--- src/rtl/bfloat_16_pkg.sv ---
// Shared types and helpers for the bfloat16 vector accumulator.
package bfloat_16_pkg;

  localparam int          BF16_W        = 16;
  localparam logic [15:0] BF16_POS_ZERO = 16'h0000;

  typedef enum logic [2:0] {
    IDLE,
    GET_IN,
    SEND_A,
    SEND_B,
    WAIT_Z,
    PUT_OUT
  } acc_state_t;

  // Sign bit ignored: both +0 and -0 count as zero.
  function automatic logic bf16_is_zero(input logic [BF16_W-1:0] v);
    return (v[BF16_W-2:0] == '0);
  endfunction

endpackage

--- src/rtl/bfloat_16_accumulator_if.sv ---
// Element input, adder operand/sum and result channels of the accumulator.
interface bfloat_16_accumulator_if #(
  parameter int CNT_W = 8
);
  import bfloat_16_pkg::*;

  logic [BF16_W-1:0] in_data;
  logic              in_last;
  logic              in_stb;
  logic              in_ack;

  logic [BF16_W-1:0] add_a;
  logic [BF16_W-1:0] add_b;
  logic              add_a_stb;
  logic              add_b_stb;
  logic              add_a_ack;
  logic              add_b_ack;

  logic [BF16_W-1:0] add_z;
  logic              add_z_stb;
  logic              add_z_ack;

  logic [BF16_W-1:0] out_z;
  logic [CNT_W-1:0]  out_count;
  logic              out_stb;
  logic              out_ack;

  // Accumulator side
  modport slave (
    input  in_data, in_last, in_stb, add_a_ack, add_b_ack, add_z, add_z_stb, out_ack,
    output in_ack, add_a, add_b, add_a_stb, add_b_stb, add_z_ack, out_z, out_count, out_stb
  );

  // Environment side: element source, adder and result consumer
  modport master (
    output in_data, in_last, in_stb, add_a_ack, add_b_ack, add_z, add_z_stb, out_ack,
    input  in_ack, add_a, add_b, add_a_stb, add_b_stb, add_z_ack, out_z, out_count, out_stb
  );

endinterface

--- src/rtl/bfloat_16_hs_sender.sv ---
// Initiator-side hold register: data/stb held from load until the ack cycle.
module bfloat_16_hs_sender #(
  parameter int W = 16
) (
  input  logic         clk,
  input  logic         rst,
  input  logic         load,
  input  logic [W-1:0] load_data,
  output logic [W-1:0] data,
  output logic         stb,
  input  logic         ack
);

  always_ff @(posedge clk) begin
    if (rst) begin
      stb  <= 1'b0;
      data <= '0;
    end else if (stb && ack) begin
      stb <= 1'b0;
    end else if (load) begin
      data <= load_data;
      stb  <= 1'b1;
    end
  end

endmodule

--- src/rtl/bfloat_16_accumulator.sv ---
// Sums a stream of bfloat16 vectors through an external adder.
// Optional BF16_ACC_ZERO_BYPASS_EN: +/-0 elements skip the adder round trip.
module bfloat_16_accumulator
  import bfloat_16_pkg::*;
#(
  parameter int CNT_W = 8
) (
  input  logic                      clk,
  input  logic                      rst,
  bfloat_16_accumulator_if.slave    bus
);

  acc_state_t        state;
  logic [BF16_W-1:0] acc;
  logic [BF16_W-1:0] elem;
  logic              last;
  logic [CNT_W-1:0]  count;
  logic [CNT_W-1:0]  count_inc;
  logic              in_ack;
  logic              z_ack;

  logic              in_xfer, a_xfer, b_xfer, z_xfer, o_xfer;
  logic              skip;
  logic              a_load, b_load, r_load;
  logic [BF16_W-1:0] a_q, b_q;
  logic              a_stb, b_stb, r_stb;
  logic [BF16_W+CNT_W-1:0] r_ld, r_q;

  always_comb begin
    count_inc = count + CNT_W'(1);
    in_xfer   = (state == GET_IN) && in_ack && bus.in_stb;
    a_xfer    = a_stb && bus.add_a_ack;
    b_xfer    = b_stb && bus.add_b_ack;
    z_xfer    = (state == WAIT_Z) && z_ack && bus.add_z_stb;
    o_xfer    = r_stb && bus.out_ack;
`ifdef BF16_ACC_ZERO_BYPASS_EN
    skip      = bf16_is_zero(bus.in_data);
`else
    skip      = 1'b0;
`endif
    a_load    = in_xfer && !skip;
    b_load    = a_xfer;
    r_load    = (in_xfer && skip && bus.in_last) || (z_xfer && last);
    // A bypassed closing element leaves acc untouched but still counts.
    r_ld      = z_xfer ? {bus.add_z, count} : {acc, count_inc};
  end

  always_ff @(posedge clk) begin
    if (rst) begin
      state  <= IDLE;
      in_ack <= 1'b0;
      z_ack  <= 1'b0;
      last   <= 1'b0;
      acc    <= BF16_POS_ZERO;
      count  <= '0;
    end else begin
      case (state)
        IDLE: begin
          acc    <= BF16_POS_ZERO;
          count  <= '0;
          in_ack <= 1'b1;
          state  <= GET_IN;
        end
        GET_IN: begin
          if (in_xfer) begin
            elem   <= bus.in_data;
            last   <= bus.in_last;
            count  <= count_inc;
            in_ack <= 1'b0;
            if (!skip)            state <= SEND_A;
            else if (bus.in_last) state <= PUT_OUT;
          end else begin
            in_ack <= 1'b1;
          end
        end
        SEND_A: if (a_xfer) state <= SEND_B;
        SEND_B: begin
          if (b_xfer) begin
            z_ack <= 1'b1;
            state <= WAIT_Z;
          end
        end
        WAIT_Z: begin
          if (z_xfer) begin
            acc   <= bus.add_z;
            z_ack <= 1'b0;
            if (last) begin
              state <= PUT_OUT;
            end else begin
              in_ack <= 1'b1;
              state  <= GET_IN;
            end
          end
        end
        PUT_OUT: if (o_xfer) state <= IDLE;
        default: state <= IDLE;
      endcase
    end
  end

  bfloat_16_hs_sender #(.W(BF16_W)) u_send_a (
    .clk(clk), .rst(rst), .load(a_load), .load_data(acc),
    .data(a_q), .stb(a_stb), .ack(bus.add_a_ack)
  );

  bfloat_16_hs_sender #(.W(BF16_W)) u_send_b (
    .clk(clk), .rst(rst), .load(b_load), .load_data(elem),
    .data(b_q), .stb(b_stb), .ack(bus.add_b_ack)
  );

  bfloat_16_hs_sender #(.W(BF16_W + CNT_W)) u_send_out (
    .clk(clk), .rst(rst), .load(r_load), .load_data(r_ld),
    .data(r_q), .stb(r_stb), .ack(bus.out_ack)
  );

  assign bus.in_ack    = in_ack;
  assign bus.add_a     = a_q;
  assign bus.add_b     = b_q;
  assign bus.add_a_stb = a_stb;
  assign bus.add_b_stb = b_stb;
  assign bus.add_z_ack = z_ack;
  assign bus.out_z     = r_q[BF16_W+CNT_W-1:CNT_W];
  assign bus.out_count = r_q[CNT_W-1:0];
  assign bus.out_stb   = r_stb;

endmodule

--- src/flat_wrapper.sv ---
// flat-port wrapper written by rule: the top's interface ports become plain ports
module bfloat_16_accumulator_flat import bfloat_16_pkg::*;
#(
  parameter int CNT_W = 8
)
  (clk, rst, bus_in_data, bus_in_last, bus_in_stb, bus_add_a_ack, bus_add_b_ack, bus_add_z, bus_add_z_stb, bus_out_ack, bus_in_ack, bus_add_a, bus_add_b, bus_add_a_stb, bus_add_b_stb, bus_add_z_ack, bus_out_z, bus_out_count, bus_out_stb);
  bfloat_16_accumulator_if #(.CNT_W(CNT_W)) bus_i ();
  input  logic clk;
  input  logic rst;
  input wire logic [$bits(bus_i.in_data)-1:0] bus_in_data;
  input wire logic [$bits(bus_i.in_last)-1:0] bus_in_last;
  input wire logic [$bits(bus_i.in_stb)-1:0] bus_in_stb;
  input wire logic [$bits(bus_i.add_a_ack)-1:0] bus_add_a_ack;
  input wire logic [$bits(bus_i.add_b_ack)-1:0] bus_add_b_ack;
  input wire logic [$bits(bus_i.add_z)-1:0] bus_add_z;
  input wire logic [$bits(bus_i.add_z_stb)-1:0] bus_add_z_stb;
  input wire logic [$bits(bus_i.out_ack)-1:0] bus_out_ack;
  output wire logic [$bits(bus_i.in_ack)-1:0] bus_in_ack;
  output wire logic [$bits(bus_i.add_a)-1:0] bus_add_a;
  output wire logic [$bits(bus_i.add_b)-1:0] bus_add_b;
  output wire logic [$bits(bus_i.add_a_stb)-1:0] bus_add_a_stb;
  output wire logic [$bits(bus_i.add_b_stb)-1:0] bus_add_b_stb;
  output wire logic [$bits(bus_i.add_z_ack)-1:0] bus_add_z_ack;
  output wire logic [$bits(bus_i.out_z)-1:0] bus_out_z;
  output wire logic [$bits(bus_i.out_count)-1:0] bus_out_count;
  output wire logic [$bits(bus_i.out_stb)-1:0] bus_out_stb;
  assign bus_i.in_data = bus_in_data;
  assign bus_i.in_last = bus_in_last;
  assign bus_i.in_stb = bus_in_stb;
  assign bus_i.add_a_ack = bus_add_a_ack;
  assign bus_i.add_b_ack = bus_add_b_ack;
  assign bus_i.add_z = bus_add_z;
  assign bus_i.add_z_stb = bus_add_z_stb;
  assign bus_i.out_ack = bus_out_ack;
  assign bus_in_ack = bus_i.in_ack;
  assign bus_add_a = bus_i.add_a;
  assign bus_add_b = bus_i.add_b;
  assign bus_add_a_stb = bus_i.add_a_stb;
  assign bus_add_b_stb = bus_i.add_b_stb;
  assign bus_add_z_ack = bus_i.add_z_ack;
  assign bus_out_z = bus_i.out_z;
  assign bus_out_count = bus_i.out_count;
  assign bus_out_stb = bus_i.out_stb;
  bfloat_16_accumulator #(.CNT_W(CNT_W)) u_core (.clk(clk), .rst(rst), .bus(bus_i));
endmodule
--- config.mk ---
export PLATFORM = sky130hd
export DESIGN_NAME = bfloat_16_accumulator_flat
export DESIGN_NICKNAME = d
export VERILOG_FILES = /design/src/rtl/bfloat_16_pkg.sv /design/src/rtl/bfloat_16_accumulator_if.sv /design/src/rtl/bfloat_16_hs_sender.sv /design/src/rtl/bfloat_16_accumulator.sv /design/src/flat_wrapper.sv
export SDC_FILE = /design/constraint.sdc
export NUM_CORES = 1
export LEC_CHECK = 0
export BUFFER_PORTS_ARGS = -buffer_cell sky130_fd_sc_hd__clkbuf_2
export CELL_PAD_IN_SITES_DETAIL_PLACEMENT = 1
export CELL_PAD_IN_SITES_GLOBAL_PLACEMENT = 1
export CORE_MARGIN = 3
export CORE_UTILIZATION = 39
export DETAILED_ROUTE_END_ITERATION = 12
export PLACE_DENSITY = 0.84
export SYNTH_ARGS = -nofsm -noshare
export SYNTH_HDL_FRONTEND = slang
export SYNTH_SLANG_ARGS = --single-unit
--- constraint.sdc ---
create_clock -name clk -period 2.83 [get_ports clk]
set_clock_uncertainty 0.2 [all_clocks]
set_input_delay 0.4245 -clock clk [delete_from_list [all_inputs] [get_ports clk]]
set_output_delay 0.4245 -clock clk [all_outputs]
set_load 0.01 [all_outputs]
Yosys cells after proc, flatten, opt, wreduce, memory -nomap -nowiden
Cells that the tools add are included.

storage, ports and cells
  register bits after elaboration = 105
  output and inout port bits = 61

operators by class
  equal/unequal tests = 11
  reduce and logical (&&, ||, !) cells = 26
  bitwise gates (word level) = 4
  $add $sub $neg = 1
  multiplexer cells = 19

operators with widths
  operator               count
  $pmux W16 S2           1
  $mux W24               1
  $mux W3                6
  $pmux W3 S6            1
  $mux W16               1
  $pmux W8 S2            1
  $reduce_and A2 Y1      6
  $ne A2 B1 Y1 const B   5
  $reduce_and A3 Y1      3
  $add A8 B1 Y8 const B  1
  $logic_and A1 B1 Y1    8
  $mux W8                1
  $eq A3 B2 Y1 const B   2
  $eq A3 B3 Y1 const B   2
  $reduce_bool A2 Y1     3
  $reduce_or A2 Y1       3
  $mux W1                5
  $reduce_and A5 Y1      1
  $not A1 Y1             4
  $eq A3 B1 Y1 const B   1
  $logic_not A3 Y1       1
  $pmux W1 S3            1
  $reduce_bool A3 Y1     1
  $ne A2 B2 Y1 const B   1
  $pmux W1 S2            1

Longest topological paths before layout
Gate-level depths: netlist of run 1.

  depth after elaboration = 5
  mapped depth = 6

Modules after synthesis
From an unflattened synthesis of run 1, not the netlist that was laid out.

second synthesis, totals
  cells, all modules = 480
  area, all modules = 4,805.9 µm²

modules (own cells, without submodules)
  module                                     cells each  times used  area each (µm²)  seq. area each (µm²)
  bfloat_16_accumulator                      226         1           2,133.3          1,081.0
  bfloat_16_hs_sender (u_core.u_send_a ...)  73          2           765.7            340.3
  bfloat_16_hs_sender (u_core.u_send_out)    108         1           1,141.1          500.5

Worst setup path after synthesis of run 1
OpenSTA, ideal clock, no wires.

  path type = input -> register
  start = input rst
  end = register u_core.elem[0], enable pin
  data required time = 2,242 ps
  setup time = 388 ps
  arrival time = 1,535 ps
  setup slack = 707 ps
  stages = 3
  cells stage by stage = clkbuf_1 clkbuf_1 nor2_1

between the ends
  word-level cells in the longest chain between the ends = 2

RTL lines
  item                         line                         RTL
  start, declared              flat_wrapper.sv:9            input logic rst;
  $not A1 Y1 (no line)         -
  $reduce_and A3 Y1 (no line)  -
  end signal, assigned         bfloat_16_accumulator.sv:66  elem <= bus.in_data;
  end, declared                bfloat_16_accumulator.sv:15  logic [BF16_W-1:0] elem;

No other way between the ends.
A chain may end at the register's enable or synchronous reset.

Worst setup path after layout of run 1
  start = register u_core.state[0]
  end = register u_core.acc[7]

between the ends
  word-level cells in the longest chain between the ends = 5
  elaborated cells between the ends (all ways) = 8
  classes of those cells = eq/ne: 2; mux: 1; reduce/logical: 5

RTL lines
  item                               line                                                      RTL
  start, declared                    bfloat_16_accumulator.sv:13                               acc_state_t state;
  start signal, assigned             bfloat_16_accumulator.sv:50                               state <= IDLE;
  start signal, assigned             bfloat_16_accumulator.sv:62                               state <= GET_IN;
  start signal, assigned             bfloat_16_accumulator.sv:70                               if (!skip) state <= SEND_A;
  $eq A3 B3 Y1                       bfloat_16_accumulator.sv:34, bfloat_16_accumulator.sv:57
  $logic_and A1 B1 Y1 (2 in series)  bfloat_16_accumulator.sv:34                               z_xfer = (state == WAIT_Z) && z_ack && bus.add_z_stb;
  $ne A2 B1 Y1 (no line)             -
  $reduce_and A2 Y1 (no line)        -
  end signal, assigned               bfloat_16_accumulator.sv:85                               acc <= bus.add_z;
  end, declared                      bfloat_16_accumulator.sv:14                               logic [BF16_W-1:0] acc;

Several ways; a longest one is shown, not always the timed one.

==> results of run 1 <==
-- flip-flops by register name, indices dropped and copies added, names as in the netlist, 3 cells and up --
register / count
u_core.acc: 16
u_core.count: 8
u_core.elem: 16
u_core.state: 3
u_core.u_send_a.data: 16
u_core.u_send_b.data: 16
u_core.u_send_out.data: 24
-- power by group through the flow --
stage	Clock, mW	Combinational [mW]	Sequential (mW)
finish	0.996	0.164	1.55
global route	1.08	0.181	1.55
CTS	1.02	0.161	1.55
detailed placement	0	0.148	1.58
global placement	0	0.146	1.58
floorplan	0	0.0980	1.57
-- timing repair --
item	CTS	global route
hold endpoints to repair	10	2
resized for setup	0	0
hold buffers	10	2
buffers inserted	0	0
-- cell families after synthesis --
kind of cell / after synthesis
simple gates: 206
flops: 105
compound gates: 92
buf+inv: 28
mux: 6
fa+ha+maj: 1
-- layout by cell type, fill, tap and decap left out, types with 2 or more instances in the layout --
master         count
edfxtp_1          16
buf_4              5
clkbuf_8           9
dfxtp_1           89
inv_1              3
a21oi_1           80
mux2_2             5
clkbuf_2         100
nor4_1             3
nand2b_1           3
o21ai_0            2
nand3_1            8
inv_8              3
nand2_1          158
nor3_1             7
nor2_1            10
dlygate4sd3_1     12
-- layer usage --
metal,wire length (microns),track usage,vias up
met5,0,0,-
met4,183,0.0546,0
met3,381,0.0449,17
met2,5740,0.356,69
met1,4540,0.232,1665
li1,-,-,1669
-- area by class of cell --
class | instances | share of cell area
sequential | 105 | 0.472
inverter | 3 | 0.00235
tap | 129 | 0.0337
clock inverter | 7 | 0.0178
multi-input combinational | 305 | 0.306
timing repair buffer | 118 | 0.142
clock buffer | 9 | 0.0259
-- path summary, 6_finish.rpt --
kind	start	to	slack (ns)	cells after the start
worst max-delay path	u_core.state[0]	u_core.acc[7]	0.80	4
worst min-delay path	bus_in_data[12]	u_core.elem[12]	0.02	1
worst max register to register	u_core.state[0]	u_core.acc[7]	0.80	4
worst min register to register	u_core.acc[9]	u_core.u_send_a.data[9]	0.25	2
-- stage by stage --
step / instance area, sq um / worst slack (ns)
3_3_place_gp: 4460 / 0.893
6_report: 4790 / 0.801
5_1_grt: 4790 / 0.606
3_5_place_dp: 4460 / 0.800
4_1_cts: 4770 / 0.782
2_1_floorplan: 3900 / 0.707
-- critical path, cell delays in order (launching register included) --
cell and delay (ns):
dfxtp_1 0.47, and3b_1 0.33, and2_1 0.62, nand2_1 0.16, a21oi_1 0.18
==> results.sh, run 1 <==
export IMPL_clk_pin_slew_worst_paths_ns=0.11
export IMPL_path_max_fanout=18
export IMPL_grt_pass1_wl_microns=17500
export IMPL_ys_seq_area_frac=0.580
export IMPL_setup_viol=0
export IMPL_die_height_microns=106
export IMPL_slew_violations=0
export IMPL_async_reset_ff_frac=0
export IMPL_grt_setup_unrepaired="no"
export IMPL_cp_end_kind="flop"
export IMPL_fp_dieArea_sq_um=11200
export IMPL_antenna_found_initial=0
export IMPL_period_share=0.717
export IMPL_clock_latency_ns=0.38
export IMPL_drive_gt1_frac=0.250
export IMPL_place_inst=648
export IMPL_syn2layout_area_growth_pct=22.9
export IMPL_fin_util=0.506
export IMPL_synthMuxAreaShare=0.0170
export IMPL_cts_made_buffers=9
export IMPL_overflow=0
export IMPL_required_ns=2.93
export IMPL_tns_ns=0
export IMPL_hold_viol=0
export IMPL_switchingPower_uw=688
export IMPL_p_leak_nw=1.77
export IMPL_fin_crit_ns=2.03
export IMPL_cts_root_buf="clkbuf_8"
export IMPL_hold_path_class="primary input to flop"
export IMPL_synth_area_leaders="dfxtp_1, nand2_1, edfxtp_1"
export IMPL_cts_sinks=105
export IMPL_antennaDiodeCount=0
export IMPL_grt_pass1_vias=3547
export IMPL_routed_wl_microns=10800
export IMPL_drt_pass1_iterations=4
export IMPL_start_util=0.412
export IMPL_p_total_mw=2.71
export IMPL_regArea_sq_um=2260
export IMPL_ctsHtreeMaxLevel=3
export IMPL_vdd_drop_max_mv=0.283
export IMPL_yosysMostFrequentCell="nand2_1"
export IMPL_maxSlewHeadroom=0.512
export IMPL_seq_power_share=0.572
export IMPL_maxCapViolations=0
export IMPL_cts_tree="built"
export IMPL_tightest_slew_ns=0.732
export IMPL_cp_arrival_ns=2.13
export IMPL_fin_nets=583
export IMPL_ys_ff_latch=105
export IMPL_via_count=3420
export IMPL_drc=0
export IMPL_yosysWarnings=0
export IMPL_die_width_microns=106
export IMPL_dp_hpwl_microns=7520
export IMPL_yosysTopAreaCell="dfxtp_1"
export IMPL_cell_internal_pwr_mw=2.02
export IMPL_synth_common_cells="nand2_1, dfxtp_1, a21oi_1"
export IMPL_p_comb_frac=0.061
export IMPL_clock_power_share=0.368
export IMPL_wl_per_cell_microns=16.0
export IMPL_clk_path_buf_depth=2
export IMPL_syn_area_per_cell_sq_um=8.90
export IMPL_synth_xor_area_frac=0
export IMPL_synth_cell_type_count=45
export IMPL_synth_area_sq_um=3900
export IMPL_ys_flop_type="dfxtp_1"
export IMPL_syn_nets=479
export IMPL_fill_cells=1179
export IMPL_vias_per_cell=5.06
export IMPL_final_cells=676
export IMPL_swShare=0.254
export IMPL_multi_input_area_sq_um=1470
export IMPL_synthCells=438
export IMPL_synthSimpleGateAreaFrac=0.229
export IMPL_yosys_area_share_adder=0.00321
export IMPL_ant_nets=0
export IMPL_synth_top_family_by_area="simple AND/OR/NAND/NOR gates"
export IMPL_hold_slack_ns=0.0168
export IMPL_yosysTopAreaCellShare=0.457
export IMPL_io_buffers=100
export IMPL_gp_congestion=0.766
export IMPL_core_area_sq_um=9460
export IMPL_status="complete, no violations"
export IMPL_grt_max_degree=41
export IMPL_fmax_ghz=0.493
export IMPL_io_pins=101
export IMPL_p_per_area_nw_per_um2=566
export IMPL_synth_edf_count=16
export IMPL_synth_compound_area_share=0.127
export IMPL_path_class="flop to flop"
export IMPL_rows=35
export IMPL_grt_usage=0.196
export IMPL_start_kind="flop"
export IMPL_drt_first_iter_violations=104
Note: power is estimated with default switching activity, not from simulation.
==> run 2, diff against run 1 <==
Settings changed: ABC_AREA set to 1, CORE_UTILIZATION 39 to 38, PLACE_DENSITY 0.84 to 0.83.
Clock period 2.83 ns to 2.1 ns, I/O delays scaled along.
==> run 2 against run 1 <==
Non-clock buffer count rose by 8. Fmax rose by 9.6%. Global-route usage fell by 0.21 points. Combinational power rose to 4.0 times the previous value. Sequential share of layout area fell by 2.5 points. Final area rose by 5.6%. Clock-buffer cell count rose by 3. Highest routed layer unchanged. Die area rose by 8.4%. Total power rose by 51%. Largest power group unchanged.
==> results.sh, run 2 <==
export IMPL_dp_hpwl_microns=8300
export IMPL_yosysTopAreaCell="dfxtp_1"
export IMPL_grt_max_degree=34
export IMPL_place_inst=724
export IMPL_core_area_sq_um=10500
export IMPL_yosysMostFrequentCell="nor2_1"
export IMPL_path_class="flop to flop"
export IMPL_cts_tree="built"
export IMPL_stdcell_area_sq_um=5060
export IMPL_rows=37
export IMPL_syn_area_per_cell_sq_um=8.19
export IMPL_overflow=0
export IMPL_required_ns=2.16
export IMPL_routed_wl_microns=11400
export IMPL_min_delay_start="bus_add_z[14]"
export IMPL_clk_path_buf_depth=2
export IMPL_cts_setup_buffers=0
export IMPL_ys_ff_latch=105
export IMPL_maxSlewHeadroom=0.667
export IMPL_io_buffers=100
export IMPL_start_util=0.395
export IMPL_vias_per_cell=4.88
export IMPL_ant_nets=0
export IMPL_syn_nets=546
export IMPL_syn2layout_area_growth_pct=22.3
export IMPL_hold_path_class="primary input to flop"
export IMPL_wl_per_cell_microns=15.1
export IMPL_fin_nets=657
export IMPL_io_pins=101
export IMPL_fin_crit_ns=1.85
export IMPL_period_share=0.882
export IMPL_largest_register_ffs=24
export IMPL_grt_setup_unrepaired="no"
export IMPL_cp_arrival_ns=1.91
export IMPL_setup_slack_ns=0.248
export IMPL_final_common_cell="nor2_1"
export IMPL_grt_pass1_wl_microns=18200
export IMPL_regToRegStartpoint="u_core.state[0]"
export IMPL_placed_area_sq_um=4690
export IMPL_fmax_ghz=0.540
export IMPL_yosysWarnings=0
export IMPL_synthCells=505
export IMPL_ys_seq_area_frac=0.547
export IMPL_top_register="u_core.u_send_out.data"
export IMPL_fill_cells=1321
export IMPL_drive_gt1_frac=0.233
export IMPL_vdd_drop_max_mv=0.402
export IMPL_die_width_microns=110
export IMPL_synth_common_cells="nor2_1, dfxtp_1, nand2_1"
export IMPL_cts_made_buffers=9
export IMPL_start_kind="flop"
export IMPL_tightest_slew_ns=0.498
export IMPL_cts_root_buf="clkbuf_8"
export IMPL_synth_area_leaders="dfxtp_1, edfxtp_1, nor2_1"
export IMPL_ctsHtreeMaxLevel=3
export IMPL_place_ws_ns=-0.310
export IMPL_crit_path_start="u_core.state[0]"
export IMPL_grt_usage=0.194
export IMPL_async_reset_ff_frac=0
export IMPL_final_cell_mix="nor2_1, clkbuf_2, dfxtp_1"
export IMPL_setup_viol=0
export IMPL_drt_first_iter_violations=134
export IMPL_slew_violations=0
export IMPL_cts_sinks=105
export IMPL_yosysTopAreaCellShare=0.431
export IMPL_fp_dieArea_sq_um=12200
export IMPL_status="complete, no violations"
export IMPL_clock_latency_ns=0.37
export IMPL_path_max_fanout=23
export IMPL_die_height_microns=110
export IMPL_antennaDiodeCount=0
export IMPL_synth_cell_type_count=31
export IMPL_p_leak_nw=2.25
export IMPL_hold_viol=0
export IMPL_cp_end_kind="flop"
export IMPL_tns_ns=0
export IMPL_grt_pass1_vias=3752
export IMPL_synth_edf_count=16
export IMPL_drc=0
export IMPL_ys_flop_type="dfxtp_1"
export IMPL_final_cells=757
export IMPL_clk_pin_slew_worst_paths_ns=0.10
export IMPL_via_count=3695
export IMPL_drt_pass1_iterations=4
export IMPL_gp_congestion=0.792
export IMPL_antenna_found_initial=0
export IMPL_maxCapViolations=0
export IMPL_synth_area_sq_um=4140
export IMPL_p_per_area_nw_per_um2=808
run 2: changes by cell type after synthesis, moves of 6 or more:
cell     change
nor2_1      +98
nand2_1     -82
a21oi_1     -54
inv_1       +46
o21ai_0     +46
nand3_1     +19
nand2_2      +6
o21ai_1      +6
run 2: what timing repair did:
item | CTS | global route
hold buffers | 17 | 0
gates resized for setup | 1 | 1
setup endpoints to repair | 16 | 2
endpoints found under the hold margin | 17 | 0
pin swaps | 0 | 0
run 2: per-layer routing:
metal  vias up  global-route usage  wire (microns)
met5         -                   0               0
met2        77               0.350            5780
li1       1826                   -               -
met3        17              0.0396             488
met4         0              0.0677             193
met1      1775               0.227            4930
run 2: critical path: stages (launching register included):
cell and delay, ns:
dfxtp_1 0.41, nor2_4 0.20, nand2_4 0.08, nor2_8 0.11
nand2_4 0.07, inv_2 0.07, nand2_2 0.28, nor2_1 0.27
nor2_1 0.07
run 2: cell families (layout without fill, tap and decap cells):
logic type	Yosys count	after routing	share of synthesized area
adders and majority gates	1	1	0.00303
xor gates and xnor gates	1	1	0.00212
and+or+nand+nor	230	230	0.238
buffers and inverters	77	193	0.0905
AOI/OAI and AO/OA	91	91	0.119
DFF	105	105	0.547
run 2: layout make-up:
cell class,instances,area (sq um),area share
multi-input combinational,323,1510,0.298
timing repair buffer,126,738,0.146
clock inverter,4,52.6,0.0104
inverter,51,191,0.0378
clock buffer,12,135,0.0267
sequential,105,2260,0.447
tap,136,170,0.0336
run 2: power by group:
group	total, mW	internal (mW)	switching, mW
clock	1.23	0.557	0.671
combinational	0.648	0.221	0.427
sequential	2.21	2.12	0.0916
total	4.09	2.90	1.19
run 2: per-stage QoR:
step	util	total power, mW	hold slack [ns]
finish	0.483	4.09	0.0772
global route	0.483	4.31	0.0971
CTS	0.483	4.13	0.0669
detailed placement	0.449	2.88	0.257
global placement	0.449	2.85	0.241
floorplan	-	2.68	0.214
run 2: path summary, 6_finish.rpt:
check                          endpoint  slack [ns]  depth (start not counted)
max          u_core.u_send_out.data[17]        0.25                          8
min                      u_core.acc[14]        0.08                          5
max reg2reg  u_core.u_send_out.data[17]        0.25                          8
min reg2reg   u_core.u_send_out.data[4]        0.27                          2
